$ cat config.mk
export PLATFORM = sky130hd
export DESIGN_NAME = sram_clear_arb
export DESIGN_NICKNAME = d
export VERILOG_FILES = /design/src/rtl/sram_arb_pkg.sv /design/src/rtl/sram_clr_counter.sv /design/src/rtl/sram_clear_arb.sv
export SDC_FILE = /design/constraint.sdc
export NUM_CORES = 1
export LEC_CHECK = 0
export ABC_AREA = 1
export CAP_MARGIN = 20
export CORE_ASPECT_RATIO = 0.7
export CORE_UTILIZATION = 39
export DETAILED_ROUTE_END_ITERATION = 6
export PLACE_DENSITY = 0.82
export REMOVE_ABC_BUFFERS = 1
export SLEW_MARGIN = 5
export SYNTH_ARGS = -nofsm -noshare
export SYNTH_HDL_FRONTEND = slang
export SYNTH_HIERARCHICAL = 1
export SYNTH_SLANG_ARGS = --single-unit
$ cat constraint.sdc
create_clock -name clk_sys -period 2.5 [get_ports clk_sys]
set_input_delay 0.25 -clock clk_sys [delete_from_list [all_inputs] [get_ports clk_sys]]
set_output_delay 0.25 -clock clk_sys [all_outputs]
set_load 0.02 [all_outputs]
$ cat src/rtl/sram_arb_pkg.sv
// rtl/sram_arb_pkg.sv - state encodings and defaults shared by the SRAM clear arbiter
// HST_* states exist only when SRAM_ARB_HOST_EN is defined.
package sram_arb_pkg;

  localparam logic [7:0] CLR_VALUE_DEFAULT = 8'h00;

  typedef enum logic [2:0] {
    CLR_SETUP  = 3'd0,
    CLR_WRITE  = 3'd1,
    IDLE       = 3'd2
`ifdef SRAM_ARB_HOST_EN
    ,
    HST_SETUP  = 3'd3,
    HST_ACCESS = 3'd4
`endif
  } arb_state_t;

endpackage

$ cat src/rtl/sram_clr_counter.sv
// rtl/sram_clr_counter.sv - clear sweep address counter with end-address compare
// Memory size is captured on start so the sweep length cannot change mid-run.
module sram_clr_counter
  import sram_arb_pkg::*;
#(
  parameter int ADDR_W = 21
) (
  input  logic              clk_sys,
  input  logic              reset,
  input  logic              start,
  input  logic              step,
  input  logic              mem_size,
  output logic [ADDR_W-1:0] addr,
  output logic              last
);

  localparam logic [ADDR_W-1:0] ADDR_ONE = {{(ADDR_W-1){1'b0}}, 1'b1};

  logic [ADDR_W-1:0] r_addr;
  logic              r_mem_size;
  logic [ADDR_W-1:0] w_end_addr;

  always_ff @(posedge clk_sys or posedge reset) begin
    if (reset) begin
      r_addr     <= '0;
      r_mem_size <= 1'b0;
    end else if (start) begin
      r_addr     <= '0;
      r_mem_size <= mem_size;
    end else if (step) begin
      r_addr     <= r_addr + ADDR_ONE;
    end
  end

  // A 1 MB part ends at the halfway point: all ones with the top bit cleared.
  always_comb begin
    w_end_addr = '1;
    if (r_mem_size) begin
      w_end_addr[ADDR_W-1] = 1'b0;
    end
  end

  assign addr = r_addr;
  assign last = (r_addr == w_end_addr);

endmodule

$ cat src/rtl/sram_clear_arb.sv
// rtl/sram_clear_arb.sv - SRAM clear sweep plus core/host access arbiter
// Host port and HST states are built only when SRAM_ARB_HOST_EN is defined.
module sram_clear_arb
  import sram_arb_pkg::*;
#(
  parameter int         ADDR_W    = 21,
  parameter logic [7:0] CLR_VALUE = CLR_VALUE_DEFAULT
) (
  input  logic              clk_sys,
  input  logic              reset,
  input  logic              clr_start,
  input  logic              mem_size,
  output logic              busy,
  input  logic [ADDR_W-1:0] core_addr,
  input  logic [7:0]        core_din,
  output logic [7:0]        core_dout,
  input  logic              core_ce_n,
  input  logic              core_oe_n,
  input  logic              core_we_n,
  input  logic              hst_req,
  input  logic              hst_we,
  input  logic [ADDR_W-1:0] hst_addr,
  input  logic [7:0]        hst_din,
  output logic              hst_ack,
  output logic [7:0]        hst_dout,
  output logic [ADDR_W-1:0] sram_a,
  output logic [7:0]        sram_dout,
  input  logic [7:0]        sram_din,
  output logic              sram_ce_n,
  output logic              sram_oe_n,
  output logic              sram_we_n,
  output logic              conflict
);

  arb_state_t        r_state;
  arb_state_t        w_next;
  logic              r_busy;
  logic [7:0]        r_core_dout;
  logic [ADDR_W-1:0] w_clr_addr;
  logic              w_clr_last;
  logic              w_clr_step;
  logic [ADDR_W-1:0] w_a;
  logic [7:0]        w_dout;
  logic              w_ce_n;
  logic              w_oe_n;
  logic              w_we_n;

`ifdef SRAM_ARB_HOST_EN
  logic              r_hst_we;
  logic [ADDR_W-1:0] r_hst_addr;
  logic [7:0]        r_hst_din;
  logic [7:0]        r_hst_dout;
  logic              r_hst_ack;
  logic              r_conflict;
`else
  logic              w_unused_host;
`endif

  assign w_clr_step = (r_state == CLR_WRITE) && !w_clr_last;

  sram_clr_counter #(
    .ADDR_W (ADDR_W)
  ) u_clr_counter (
    .clk_sys  (clk_sys),
    .reset    (reset),
    .start    (clr_start),
    .step     (w_clr_step),
    .mem_size (mem_size),
    .addr     (w_clr_addr),
    .last     (w_clr_last)
  );

  always_ff @(posedge clk_sys or posedge reset) begin
    if (reset) begin
      r_state <= CLR_SETUP;
    end else begin
      r_state <= w_next;
    end
  end

  always_comb begin
    w_next = r_state;
    w_a    = w_clr_addr;
    w_dout = CLR_VALUE;
    w_ce_n = 1'b1;
    w_oe_n = 1'b1;
    w_we_n = 1'b1;
    case (r_state)
      CLR_SETUP: begin
        w_ce_n = 1'b0;
        w_next = CLR_WRITE;
      end
      CLR_WRITE: begin
        w_ce_n = 1'b0;
        w_we_n = 1'b0;
        if (w_clr_last) begin
          w_next = IDLE;
        end else begin
          w_next = CLR_SETUP;
        end
      end
      IDLE: begin
        w_a    = core_addr;
        w_dout = core_din;
        w_ce_n = core_ce_n;
        w_oe_n = core_oe_n;
        w_we_n = core_we_n;
`ifdef SRAM_ARB_HOST_EN
        if (hst_req && core_ce_n) begin
          w_next = HST_SETUP;
        end
`endif
      end
`ifdef SRAM_ARB_HOST_EN
      HST_SETUP, HST_ACCESS: begin
        w_a    = r_hst_addr;
        w_dout = r_hst_din;
        w_ce_n = 1'b0;
        w_oe_n = r_hst_we;
        w_we_n = ~r_hst_we;
        if (r_state == HST_SETUP) begin
          w_next = HST_ACCESS;
        end else begin
          w_next = IDLE;
        end
      end
`endif
      default: begin
        w_next = CLR_SETUP;
      end
    endcase
    if (clr_start) begin
      w_next = CLR_SETUP;
    end
  end

  always_ff @(posedge clk_sys or posedge reset) begin
    if (reset) begin
      r_busy      <= 1'b1;
      r_core_dout <= 8'h00;
    end else begin
      if (clr_start) begin
        r_busy <= 1'b1;
      end else if ((r_state == CLR_WRITE) && w_clr_last) begin
        r_busy <= 1'b0;
      end
      if (r_state == IDLE) begin
        r_core_dout <= sram_din;
      end
    end
  end

`ifdef SRAM_ARB_HOST_EN
  // Host request fields are captured every IDLE cycle so the access uses the values seen at grant.
  always_ff @(posedge clk_sys or posedge reset) begin
    if (reset) begin
      r_hst_we   <= 1'b0;
      r_hst_addr <= '0;
      r_hst_din  <= 8'h00;
      r_hst_dout <= 8'h00;
      r_hst_ack  <= 1'b0;
      r_conflict <= 1'b0;
    end else begin
      if (r_state == IDLE) begin
        r_hst_we   <= hst_we;
        r_hst_addr <= hst_addr;
        r_hst_din  <= hst_din;
      end
      r_hst_ack <= (r_state == HST_SETUP) && !clr_start;
      if ((r_state == HST_SETUP) && !clr_start && !r_hst_we) begin
        r_hst_dout <= sram_din;
      end
      if (((r_state == HST_SETUP) || (r_state == HST_ACCESS)) && !core_ce_n) begin
        r_conflict <= 1'b1;
      end
    end
  end

  assign hst_ack  = r_hst_ack;
  assign hst_dout = r_hst_dout;
  assign conflict = r_conflict;
`else
  assign w_unused_host = ^{hst_req, hst_we, hst_addr, hst_din};
  assign hst_ack       = 1'b0;
  assign hst_dout      = 8'h00;
  assign conflict      = 1'b0;
`endif

  assign busy      = r_busy;
  assign core_dout = (r_state == IDLE) ? sram_din : r_core_dout;
  assign sram_a    = w_a;
  assign sram_dout = w_dout;

  // Reset forces the strobes inactive immediately, not at the next edge.
  assign sram_ce_n = w_ce_n | reset;
  assign sram_oe_n = w_oe_n | reset;
  assign sram_we_n = w_we_n | reset;

endmodule

After elaboration in Yosys (flattened, before gate mapping)
Index checks and enable logic that the tools add are counted.
W data, S select, Z words.
{ "totals": {"out_inout_bits": 51, "word_cells": 34, "ff_bits": 34, "input_bits": 75} }
{ "op_classes": {"n_reduce_logical": 7, "n_eq_ne": 4, "add_sub_neg": 1, "n_mux": 14, "bitwise": 3} }
{ "ops": {"columns": ["cell", "count"], "rows": [
  ["$mux W21", 3],
  ["$add A21 B1 Y21 const B", 1],
  ["$eq A21 B21 Y1", 1],
  ["$mux W8", 2],
  ["$pmux W3 S3", 1],
  ["$mux W1", 4],
  ["$pmux W1 S2", 2],
  ["$reduce_bool A2 Y1", 2],
  ["$eq A3 B1 Y1 const B", 1],
  ["$eq A3 B2 Y1 const B", 1],
  ["$logic_not A3 Y1", 1],
  ["$mux W3", 1],
  ["$or A1 B1 Y1", 3],
  ["$logic_and A1 B1 Y1", 2],
  ["$mux W2", 1],
  ["$ne A2 B2 Y1 const B", 1],
  ["$reduce_or A2 Y1", 1],
  ["$logic_not A1 Y1", 1]
]} }

Depth between registers and ports, before layout
Gate-level depths: netlist of run 1.
{ "logic_depth": {"depth_word": 6, "mapped_depth": 16, "mapped_depth_nobuf": 15} }

By module
Netlist of run 1, hierarchy kept.
{ "modules_own_cells": {"columns": ["mod", "seq_area_each_um2", "cells_per_inst", "area_each_um2", "instances"], "rows": [
  ["sram_clr_counter", 550.5, 183, 1305.0, 1],
  ["sram_clear_arb", 276.5, 154, 889.6, 1]
]} }

Worst setup path before layout of run 1
OpenSTA, ideal clock, no wires.
{ "synth_timing": {"path_type": "reg-to-reg", "start": "reg u_clr_counter.r_addr[0], in the netlist u_clr_counter/addr[0]", "end": "reg u_clr_counter.r_addr[5], in the netlist u_clr_counter/addr[5]", "path_stages_with_launch": 14, "setup_ps": 126, "path_slack_ps": 343, "path_buffers": 1, "t_required_ps": 2374, "arrival_ps": 2031, "period_less_slack_ps": 2157, "path_cell_list": "dfrtp_1 -> ha_1 -> nand2_1 -> nor2_4 -> nand2_2 -> nor4_1 -> nor2_1 -> inv_2 -> nand2_2 -> buf_6 -> nand3_1 -> nor2_2 -> o21ai_0 -> a21oi_1"} }
{ "synth_between": {"elab_chain_len": 4, "word_cells_on_any_way": 7, "classes_between": "add/sub (1); eq/ne (1); mux (2); reduce/logical (3)"} }
{ "synth_rtl": {"columns": ["element", "line_no", "rtl"], "rows": [
  ["start: declaration", "sram_clr_counter.sv:19", "logic [ADDR_W-1:0] r_addr;"],
  ["start signal: assignment", "sram_clr_counter.sv:31", "r_addr <= r_addr + ADDR_ONE;"],
  ["$eq A21 B21 Y1", "sram_clr_counter.sv:44", "assign last = (r_addr == w_end_addr);"],
  ["named net w_clr_last", "sram_clear_arb.sv:40", "logic w_clr_last;"],
  ["$logic_not A1 Y1", "sram_clear_arb.sv:59", "assign w_clr_step = (r_state == CLR_WRITE) && !w_clr_last;"],
  ["$logic_and A1 B1 Y1", "sram_clear_arb.sv:59", null],
  ["named net w_clr_step", "sram_clear_arb.sv:41", "logic w_clr_step;"],
  ["$reduce_bool A2 Y1 (no source line)", null, null]
]} }
The timed path passes the listed nets, and every way through them passes these cells. The select of a mux whose other input is x is not followed.
A chain may end at the register's enable or synchronous reset.

Final worst setup path of run 1
{ "layout_timing": {"start": "reg u_clr_counter.r_addr[0], in the netlist u_clr_counter/addr[0]", "end": "reg u_clr_counter.r_addr[19], in the netlist u_clr_counter/addr[19]"} }
The elaborated chain is that of the path after synthesis.

==> flow_summary.json, run 1 <==
{
  "critPathBufInv": 1,
  "rsz0062_at_grt": "no",
  "critPathCaptureType": "flip-flop",
  "hold_violations": 0,
  "critPathMostFrequentCell": "nand2_1",
  "cap_violations": 0,
  "place_area_um2": 3080,
  "grt_pass1_wl_mm": 9.11,
  "synth-edff-count": 0,
  "postSynthAreaPerCell_um2": 6.51,
  "power_mw": 1.11,
  "ctsLongestPathBuffers": 2,
  "firstDrtPassIters": 5,
  "syn_inst": 337,
  "port_buffers": 84,
  "die_height_um": 64.8,
  "clkLatencyLatePin_ns": 0.29,
  "ys_async_sr_fraction_pct": 100,
  "setup_viol": 0,
  "outcome": "complete, no violations",
  "nets": 502,
  "drc_errors": 0,
  "cp.required_ns": 2.68,
  "vias": 2268,
  "r2r_cells": 13,
  "yosysTopAreaCellShare_pct": 36.5,
  "finalInstanceArea_um2": 3180,
  "endpoint": "u_clr_counter/addr[19]",
  "dp.cells": 491,
  "power_density_nw_per_um2": 350,
  "cts_root_buf": "clkbuf_8",
  "areaGrowthSynthToFinish_pct": 44.9,
  "diodes": 0,
  "yosys_warnings": 6,
  "layout_commonest_cell": "nand2_1",
  "antenna_left": 0,
  "synth_cell_types": 28,
  "grt_usage_pct": 19.6,
  "slowest_delay_ns": 0.45,
  "yosysSeqAreaShare_pct": 37.7,
  "synth_area_leaders": "dfrtp_1, nand2_1, nor2_1, inv_1, buf_4",
  "grt_pass1_vias": 2037,
  "cp_slowest_cell": "dfrtp_2",
  "r2r_end": "u_clr_counter/addr[19]",
  "initial_core_util_pct": 41.1,
  "grt_max_degree": 23,
  "finalNonFillerCells": 499,
  "cts_hold_buf": 0,
  "die_w_um": 91.7,
  "min_period_ns": 2.31,
  "rows": 22,
  "synth_flop_cell": "dfrtp_1",
  "yosysTopAreaCell": "dfrtp_1",
  "timing.final.crit_share_pct": 92.5,
  "clk_pin_slew_ns": 0.07,
  "leakage_nw": 1.52,
  "htree_levels": 2,
  "final_cell_mix": "nand2_1, clkdlybuf4s50_1, nor2_1",
  "r2r_setup_slack_ns": 0.19,
  "routedWlPerCell_um": 11.0,
  "synth-seq-cells": 33,
  "wl_mm": 5.50,
  "crit_type": "flip-flop to flip-flop",
  "crit_path_max_fanout": 11,
  "r2r-start": "u_clr_counter/addr[0]",
  "antenna_found_initial": 0,
  "cts_tree": "done",
  "hold_slack_ns": 0.230,
  "worst_slew_pin_slew_ns": 0.884,
  "slew_headroom_pct": 41.0,
  "grt-ovfl-total": 0,
  "drtIter0Drc": 133,
  "place_hpwl_mm": 4.14,
  "ios": 126,
  "vdd_drop_max_mv": 0.144,
  "drv_slew": 0,
  "critPathLaunch": "u_clr_counter/addr[0]",
  "fillers": 486,
  "clock_sinks": 33,
  "cpLargestDelayFamily": "simple AND/OR/NAND/NOR gates",
  "path_depth": 13,
  "min-delay-path-class": "primary input to asynchronous set/reset pin",
  "finClkSkew_ns": 0.00658,
  "core_area_um2": 5340,
  "crit_chain": "ha_1, nand2_1, nor2_4, nand2_2, nor4_2, nor2_2, inv_2, nand2_2, nand2_1, nor3_1, nand3_1, nand2_1, nor2_1",
  "setup_tns_ns": 0,
  "numCtsBuffers": 5,
  "gp_congestion": 0.900,
  "syn_area_um2": 2190,
  "via_per_inst": 4.55,
  "startpoint_type": "flip-flop",
  "worst-endpoint-arrival_ns": 2.50,
  "dieArea_um2": 5940,
  "drive_above_1_share_pct": 8.43,
  "fmax_mhz": 432
}
## repair_timing
item | CTS | global route
endpoints found under the setup margin | 0 | 3
resized for setup | 0 | 3
setup buffers | 0 | 0
## worst register-to-register path: stages, from the launching register on
cell	delay [ns]
dfrtp_2	0.45
ha_1	0.24
nand2_1	0.13
nor2_4	0.05
nand2_2	0.08
nor4_2	0.06
nor2_2	0.24
inv_2	0.07
nand2_2	0.24
nand2_1	0.15
nor3_1	0.29
nand3_1	0.11
nand2_1	0.07
nor2_1	0.04
## routing by layer
metal | vias to the layer above | GRT usage, % | routed length (µm)
li1 | 1185 | - | -
met1 | 998 | 25.1 | 2620
met2 | 78 | 30.9 | 2340
met3 | 7 | 6.57 | 479
met4 | 0 | 6.55 | 54
met5 | - | 0 | 0
## area by class of cell
cell class,count,area (µm²),area share (%)
multi-input combinational,255,1120,35.2
timing repair buffer,93,908,28.6
sequential,33,828,26.1
inverter,38,143,4.49
clock buffer,8,90.1,2.83
tap,72,90.1,2.83
## synth_stat cells, types with 5 or more instances
master   instances
buf_4           10
dfrtp_1         32
inv_1           35
nor2_1          37
nand3_1         13
nand2_1        143
nand4_1          5
o21ai_0         10
a21oi_1         12
## how the worst min path moves through the flow
| stage | slack [ns] | startpoint | to |
|---|---|---|---|
| 4_1_cts | 0.23 | reset | r_core_dout[3] |
| 3_3_place_gp | 0.45 | busy | busy |
| 3_5_place_dp | 0.46 | r_core_dout[1] | r_core_dout[1] |
| 2_1_floorplan | 0.12 | reset | r_core_dout[0] |
| 5_1_grt | 0.26 | reset | r_core_dout[3] |
| 6_report | 0.23 | reset | r_core_dout[3] |
## stage by stage
stage	setup WS, ns	utilization (%)
detailed placement	0.145	57.7
floorplan	0.284	-
CTS	0.0899	59.3
finish	0.186	59.5
global route	0.0128	59.5
global placement	0.210	57.7
## where the power goes
part / switching [mW] / internal (mW)
logic: 0.0718 / 0.0815
registers: 0.00758 / 0.540
clock network: 0.189 / 0.224
total: 0.268 / 0.846
## logic make-up after synthesis
group | count (synthesis) | synth area share, %
flip-flops | 33 | 37.7
adder cells (fa/ha/maj) | 1 | 0.570
AO/OA/AOI/OAI | 25 | 6.04
XOR/XNOR | 2 | 0.798
buffers and inverters | 58 | 13.2
other | 1 | 0.171
AND/OR/NAND/NOR | 217 | 41.5
## flip-flops by register name (all words and copies together), names as in the netlist
name and cells:
u_clr_counter/addr 21, r_state 2, r_core_dout 8, busy 1, u_clr_counter/r_mem_size 1
Note: power is estimated with default switching activity, not from simulation.
==> run 2: changes to the inputs <==
--- a/config.mk
+++ b/config.mk
@@ -5,10 +5,10 @@
 export SDC_FILE = /design/constraint.sdc
 export NUM_CORES = 1
 export LEC_CHECK = 0
-export ABC_AREA = 1
 export CAP_MARGIN = 20
 export CORE_ASPECT_RATIO = 0.7
-export CORE_UTILIZATION = 39
+export CORE_UTILIZATION = 38
+export CTS_BUF_LIST = sky130_fd_sc_hd__clkbuf_8
 export DETAILED_ROUTE_END_ITERATION = 6
 export PLACE_DENSITY = 0.82
 export REMOVE_ABC_BUFFERS = 1
==> flow_summary.json, run 2 <==
{
  "synth_flop_cell": "dfrtp_1",
  "numCtsBuffers": 5,
  "die_height_um": 63.6,
  "dp.cells": 364,
  "syn_area_um2": 2060,
  "drtIter0Drc": 59,
  "ctsLongestPathBuffers": 2,
  "drc_errors": 0,
  "yosysTopAreaCell": "dfrtp_1",
  "ios": 126,
  "finalInstanceArea_um2": 3240,
  "vdd_drop_max_mv": 0.249,
  "crit_path_max_fanout": 3,
  "clk_pin_slew_ns": 0.07,
  "leakage_nw": 1.36,
  "rows": 22,
  "place_hpwl_mm": 3.73,
  "synth_commonest_cells": "dfrtp_1, mux2_4, nor2_1, buf_4, xnor2_1",
  "firstDrtPassIters": 4,
  "vias": 1799,
  "via_per_inst": 4.77,
  "wl_mm": 5.02,
  "finalNonFillerCells": 377,
  "grt_usage_pct": 17.6,
  "die_w_um": 90.0,
  "cp.required_ns": 2.67,
  "hold_violations": 0,
  "drv_slew": 0,
  "place_area_um2": 3080,
  "cts_tree": "done",
  "layout_commonest_cell": "clkdlybuf4s50_1",
  "diodes": 0,
  "areaGrowthSynthToFinish_pct": 57.1,
  "yosys_warnings": 6,
  "worst-endpoint-arrival_ns": 2.60,
  "yosysSeqAreaShare_pct": 40.1,
  "grt_pass1_wl_mm": 8.05,
  "setup_tns_ns": 0,
  "power_mw": 1.13,
  "syn_inst": 192,
  "port_buffers": 84,
  "grt_pass1_vias": 1696,
  "min-delay-path-class": "primary input to asynchronous set/reset pin",
  "synth_cell_types": 41,
  "synth_area_leaders": "dfrtp_1, mux2_4, mux2_2, xnor2_1, buf_4",
  "nets": 380,
  "preCtsSetupSlack_ns": -0.0518,
  "slew_headroom_pct": 42.4,
  "dieArea_um2": 5730,
  "cts_hold_buf": 0,
  "grt_max_degree": 30,
  "core_area_um2": 5230,
  "timing.final.crit_share_pct": 97.3,
  "htree_levels": 2,
  "postSynthAreaPerCell_um2": 10.7,
  "outcome": "complete, no violations",
  "fmax_mhz": 411,
  "synth-edff-count": 0,
  "largest_register_ffs": 21,
  "clkLatencyLatePin_ns": 0.28,
  "startpoint_type": "flip-flop",
  "cts_root_buf": "clkbuf_8",
  "crit_type": "flip-flop to flip-flop",
  "yosysMostFrequentCell": "dfrtp_1",
  "grt-ovfl-total": 0,
  "initial_core_util_pct": 39.4,
  "setup_viol": 0,
  "clock_sinks": 33,
  "antenna_left": 0,
  "gp_congestion": 0.793,
  "min_period_ns": 2.43,
  "worst_slew_pin_slew_ns": 0.862,
  "setup_slack_ns": 0.0676,
  "routedWlPerCell_um": 13.3,
  "multi_input_area_um2": 1140,
  "fillers": 442,
  "yosysTopAreaCellShare_pct": 38.8,
  "antenna_found_initial": 0,
  "critPathCaptureType": "flip-flop",
  "synth-seq-cells": 33,
  "drive_above_1_share_pct": 25.2,
  "finClkSkew_ns": 0.00630,
  "final_cell_mix": "clkdlybuf4s50_1, dfrtp_1, buf_4",
  "seqCellArea_um2": 827,
  "ys_async_sr_fraction_pct": 100,
  "power_density_nw_per_um2": 348,
  "cap_violations": 0
}
==> run 2: layout make-up <==
class / instances / share of cell area (%)
Inverter: 5 / 0.579
Tap cell: 72 / 2.78
Clock inverter: 3 / 0.348
Sequential cell: 33 / 25.5
Timing Repair Buffer: 115 / 33.5
Clock buffer: 5 / 2.12
Multi-Input combinational cell: 144 / 35.1
==> run 2: cell families (layout without fill, tap and decap cells) <==
| logic type | count (synthesis) | in the layout | share of synthesized area (%) |
|---|---|---|---|
| AND/OR/NAND/NOR | 67 | 67 | 18.3 |
| flip-flops | 33 | 33 | 40.1 |
| multiplexers | 32 | 32 | 21.1 |
| buffers and inverters | 24 | 128 | 8.31 |
| AO/OA/AOI/OAI | 22 | 22 | 6.37 |
| XOR/XNOR | 12 | 12 | 5.10 |
| adder cells (fa/ha/maj) | 1 | 1 | 0.607 |
| other | 1 | 10 | 0.182 |
==> run 2: what timing repair did <==
item,CTS,global route
gates resized for setup,1,8
setup endpoints to repair,3,8
pin swaps,0,6
setup buffers,0,5
==> run 2: critical path, stage by stage, from the launching register on <==
cell,delay (ns)
dfrtp_1,0.35
ha_2,0.19
nand3_1,0.09
or4_4,0.50
nor3_4,0.27
nor2_4,0.07
o211ai_1,0.33
nor4_2,0.11
nand3_1,0.09
mux2_2,0.33
==> run 2: power breakdown <==
| group | switching [mW] | total [mW] | internal [mW] |
|---|---|---|---|
| combinational | 0.0866 | 0.203 | 0.117 |
| clock | 0.182 | 0.367 | 0.185 |
| sequential | 0.00568 | 0.555 | 0.549 |
==> run 2: per-stage QoR <==
stage / utilization (%) / hold WS (ns)
floorplan: - / 0.110
global placement: 58.9 / 0.472
detailed placement: 58.9 / 0.479
CTS: 60.5 / 0.393
global route: 61.9 / 0.418
finish: 61.9 / 0.399
==> run 2: routing by layer <==
| metal | GRT usage, % | part of all wire, % |
|---|---|---|
| met1 | 23.1 | 46 |
| met2 | 28.8 | 46 |
| met3 | 4.23 | 6.0 |
| met4 | 5.44 | 1.6 |
| met5 | 0 | 0 |
==> run 2: final timing paths <==
path                                  startpoint                     end  slack [ns]  depth (start not counted)
max                        u_clr_counter/addr[0]  u_clr_counter/addr[11]        0.07                          9
min                                        reset          r_core_dout[0]        0.40                          3
max reg2reg                u_clr_counter/addr[0]  u_clr_counter/addr[11]        0.07                          9
min reg2reg                       r_core_dout[4]          r_core_dout[4]        0.49                          1
max in group asynchronous                  reset   u_clr_counter/addr[9]        1.39                          2
min in group clk_sys              r_core_dout[4]          r_core_dout[4]        0.49                          1
==> run 3: changes to the inputs <==
--- a/config.mk
+++ b/config.mk
@@ -10,8 +10,9 @@
 export CORE_UTILIZATION = 38
 export CTS_BUF_LIST = sky130_fd_sc_hd__clkbuf_8
 export DETAILED_ROUTE_END_ITERATION = 6
-export PLACE_DENSITY = 0.82
+export PLACE_DENSITY_LB_ADDON = 0.15
 export REMOVE_ABC_BUFFERS = 1
+export SETUP_SLACK_MARGIN = 0.2
 export SLEW_MARGIN = 5
 export SYNTH_ARGS = -nofsm -noshare
 export SYNTH_HDL_FRONTEND = slang
==> flow_summary.json, run 3 (synthesis results as in run 2) <==
{
  "clkLatencyLatePin_ns": 0.28,
  "firstDrtPassIters": 4,
  "layout_commonest_cell": "clkdlybuf4s50_1",
  "largest_register_ffs": 21,
  "drc_errors": 0,
  "drtIter0Drc": 61,
  "fmax_mhz": 428,
  "core_area_um2": 5230,
  "rows": 22,
  "r2r_end": "u_clr_counter/addr[11]",
  "vias": 1848,
  "gp_congestion": 0.795,
  "grt_max_degree": 27,
  "worst-endpoint-arrival_ns": 2.50,
  "cts_root_buf": "clkbuf_8",
  "finalInstanceArea_um2": 3430,
  "grt-ovfl-total": 0,
  "cap_violations": 0,
  "min_period_ns": 2.34,
  "p_int_mw": 0.881,
  "critPathCaptureType": "flip-flop",
  "grt_usage_pct": 18.3,
  "hold_violations": 0,
  "cts_tree": "done",
  "power_density_nw_per_um2": 340,
  "routedWlPerCell_um": 13.4,
  "power_frac_seq_pct": 47.7,
  "ctsLongestPathBuffers": 2,
  "rsz0062_at_grt": "yes",
  "clkPwrFrac_pct": 35.0,
  "r2r-start": "u_clr_counter/addr[7]",
  "clk_pin_slew_ns": 0.07,
  "cts_hold_buf": 0,
  "setup_viol": 0,
  "place_hpwl_mm": 3.72,
  "via_per_inst": 4.78,
  "place_area_um2": 3100,
  "finClkSkew_ns": 0.00857,
  "dieArea_um2": 5730,
  "critPathLaunch": "u_clr_counter/addr[7]",
  "p_sw_mw": 0.285,
  "crit_path_max_fanout": 3,
  "final_cell_mix": "clkdlybuf4s50_1, buf_4, dfrtp_1",
  "vdd_drop_max_mv": 0.218,
  "port_buffers": 84,
  "antenna_found_initial": 0,
  "startpoint_type": "flip-flop",
  "min-delay-path-class": "primary input to asynchronous set/reset pin",
  "r2r_cells": 8,
  "timing.final.crit_share_pct": 93.6,
  "ios": 126,
  "grt_pass1_vias": 1740,
  "wl_mm": 5.18,
  "clock_sinks": 33,
  "utilization_pct": 65.7,
  "drv_slew": 0,
  "areaGrowthSynthToFinish_pct": 66.6,
  "initial_core_util_pct": 39.4,
  "diodes": 0,
  "htree_levels": 2,
  "drive_above_1_share_pct": 30.5,
  "antenna_left": 0,
  "cp.required_ns": 2.66,
  "fillers": 422,
  "combPwrFrac_pct": 17.3,
  "crit_type": "flip-flop to flip-flop",
  "die_w_um": 90.0,
  "grt_pass1_wl_mm": 8.31,
  "leakage_nw": 1.70,
  "die_height_um": 63.6,
  "numCtsBuffers": 5,
  "outcome": "complete, no violations",
  "r2r_setup_slack_ns": 0.16,
  "nets": 390,
  "swShare_pct": 24.5
}
## run 3: changes by cell type in the layout (fill, tap and decap cells not counted), moves of 3 or more
cell | previous run | this run
dlymetal6s2s_1 | 0 | 16
o21ai_0 | 8 | 5
buf_6 | 0 | 4
clkdlybuf4s50_1 | 84 | 68
o21ai_1 | 0 | 3
buf_4 | 30 | 36
## run 3: final cells by class
type / count / area (µm²) / area share [%]
well taps: 72 / 90.1 / 2.62
clock inverters: 2 / 7.51 / 0.219
multi-input cells: 144 / 1190 / 34.7
clock buffers: 6 / 82.6 / 2.40
inverters: 5 / 18.8 / 0.546
repair buffers: 125 / 1220 / 35.4
flip-flops and latches: 33 / 827 / 24.1
## run 3: stage by stage
stage | instances | power, mW | hold WS (ns) | TNS, ns | setup slack (ns)
2_1_floorplan | 182 | 0.640 | 0.110 | -0.115 | -0.0314
3_3_place_gp | 366 | 0.761 | 0.472 | 0 | 0.0750
3_5_place_dp | 366 | 0.764 | 0.479 | 0 | 0.0345
4_1_cts | 383 | 1.18 | 0.393 | 0 | 0.132
5_1_grt | 387 | 1.22 | 0.421 | 0 | 0.0867
6_report | 387 | 1.17 | 0.393 | 0 | 0.161
## run 3: how the worst max path moves through the flow
stage                                   endpoint  slack, ns
after floorplan           u_clr_counter/addr[17]      -0.03
after global placement    u_clr_counter/addr[20]       0.07
after detailed placement  u_clr_counter/addr[11]       0.03
after CTS                 u_clr_counter/addr[11]       0.13
after global routing      u_clr_counter/addr[20]       0.09
final                     u_clr_counter/addr[11]       0.16
## run 3: power groups by stage
stage	clock, mW	combinational (mW)	sequential (mW)
after CTS	0.423	0.203	0.556
after floorplan	0	0.0735	0.567
after global routing	0.448	0.216	0.558
final	0.408	0.202	0.556
after global placement	0	0.196	0.565
after detailed placement	0	0.198	0.566
## run 3: critical path, cell delays in order, from the launching register on
cell and delay (ns):
dfrtp_1 0.37, nand4_2 0.14, or4_4 0.57, nor3_4 0.18, nor2_2 0.09, o211ai_1 0.33, nor4_2 0.13, nand3_1 0.12
mux2_4 0.30
## run 3: what timing repair did
action                                 in CTS  in global routing
pin swaps                                  10                 14
resized for setup                          10                 33
setup buffers                               9                  4
endpoints found under the hold margin       0                  0
setup endpoints to repair                  40                 30
## run 3: per-layer routing
| metal | wire length [µm] | vias to the layer above | global-route usage [%] |
|---|---|---|---|
| li1 | - | 895 | - |
| met1 | 2440 | 893 | 23.9 |
| met2 | 2460 | 52 | 30.4 |
| met3 | 216 | 8 | 3.86 |
| met4 | 61 | 0 | 5.44 |
| met5 | 0 | - | 0 |
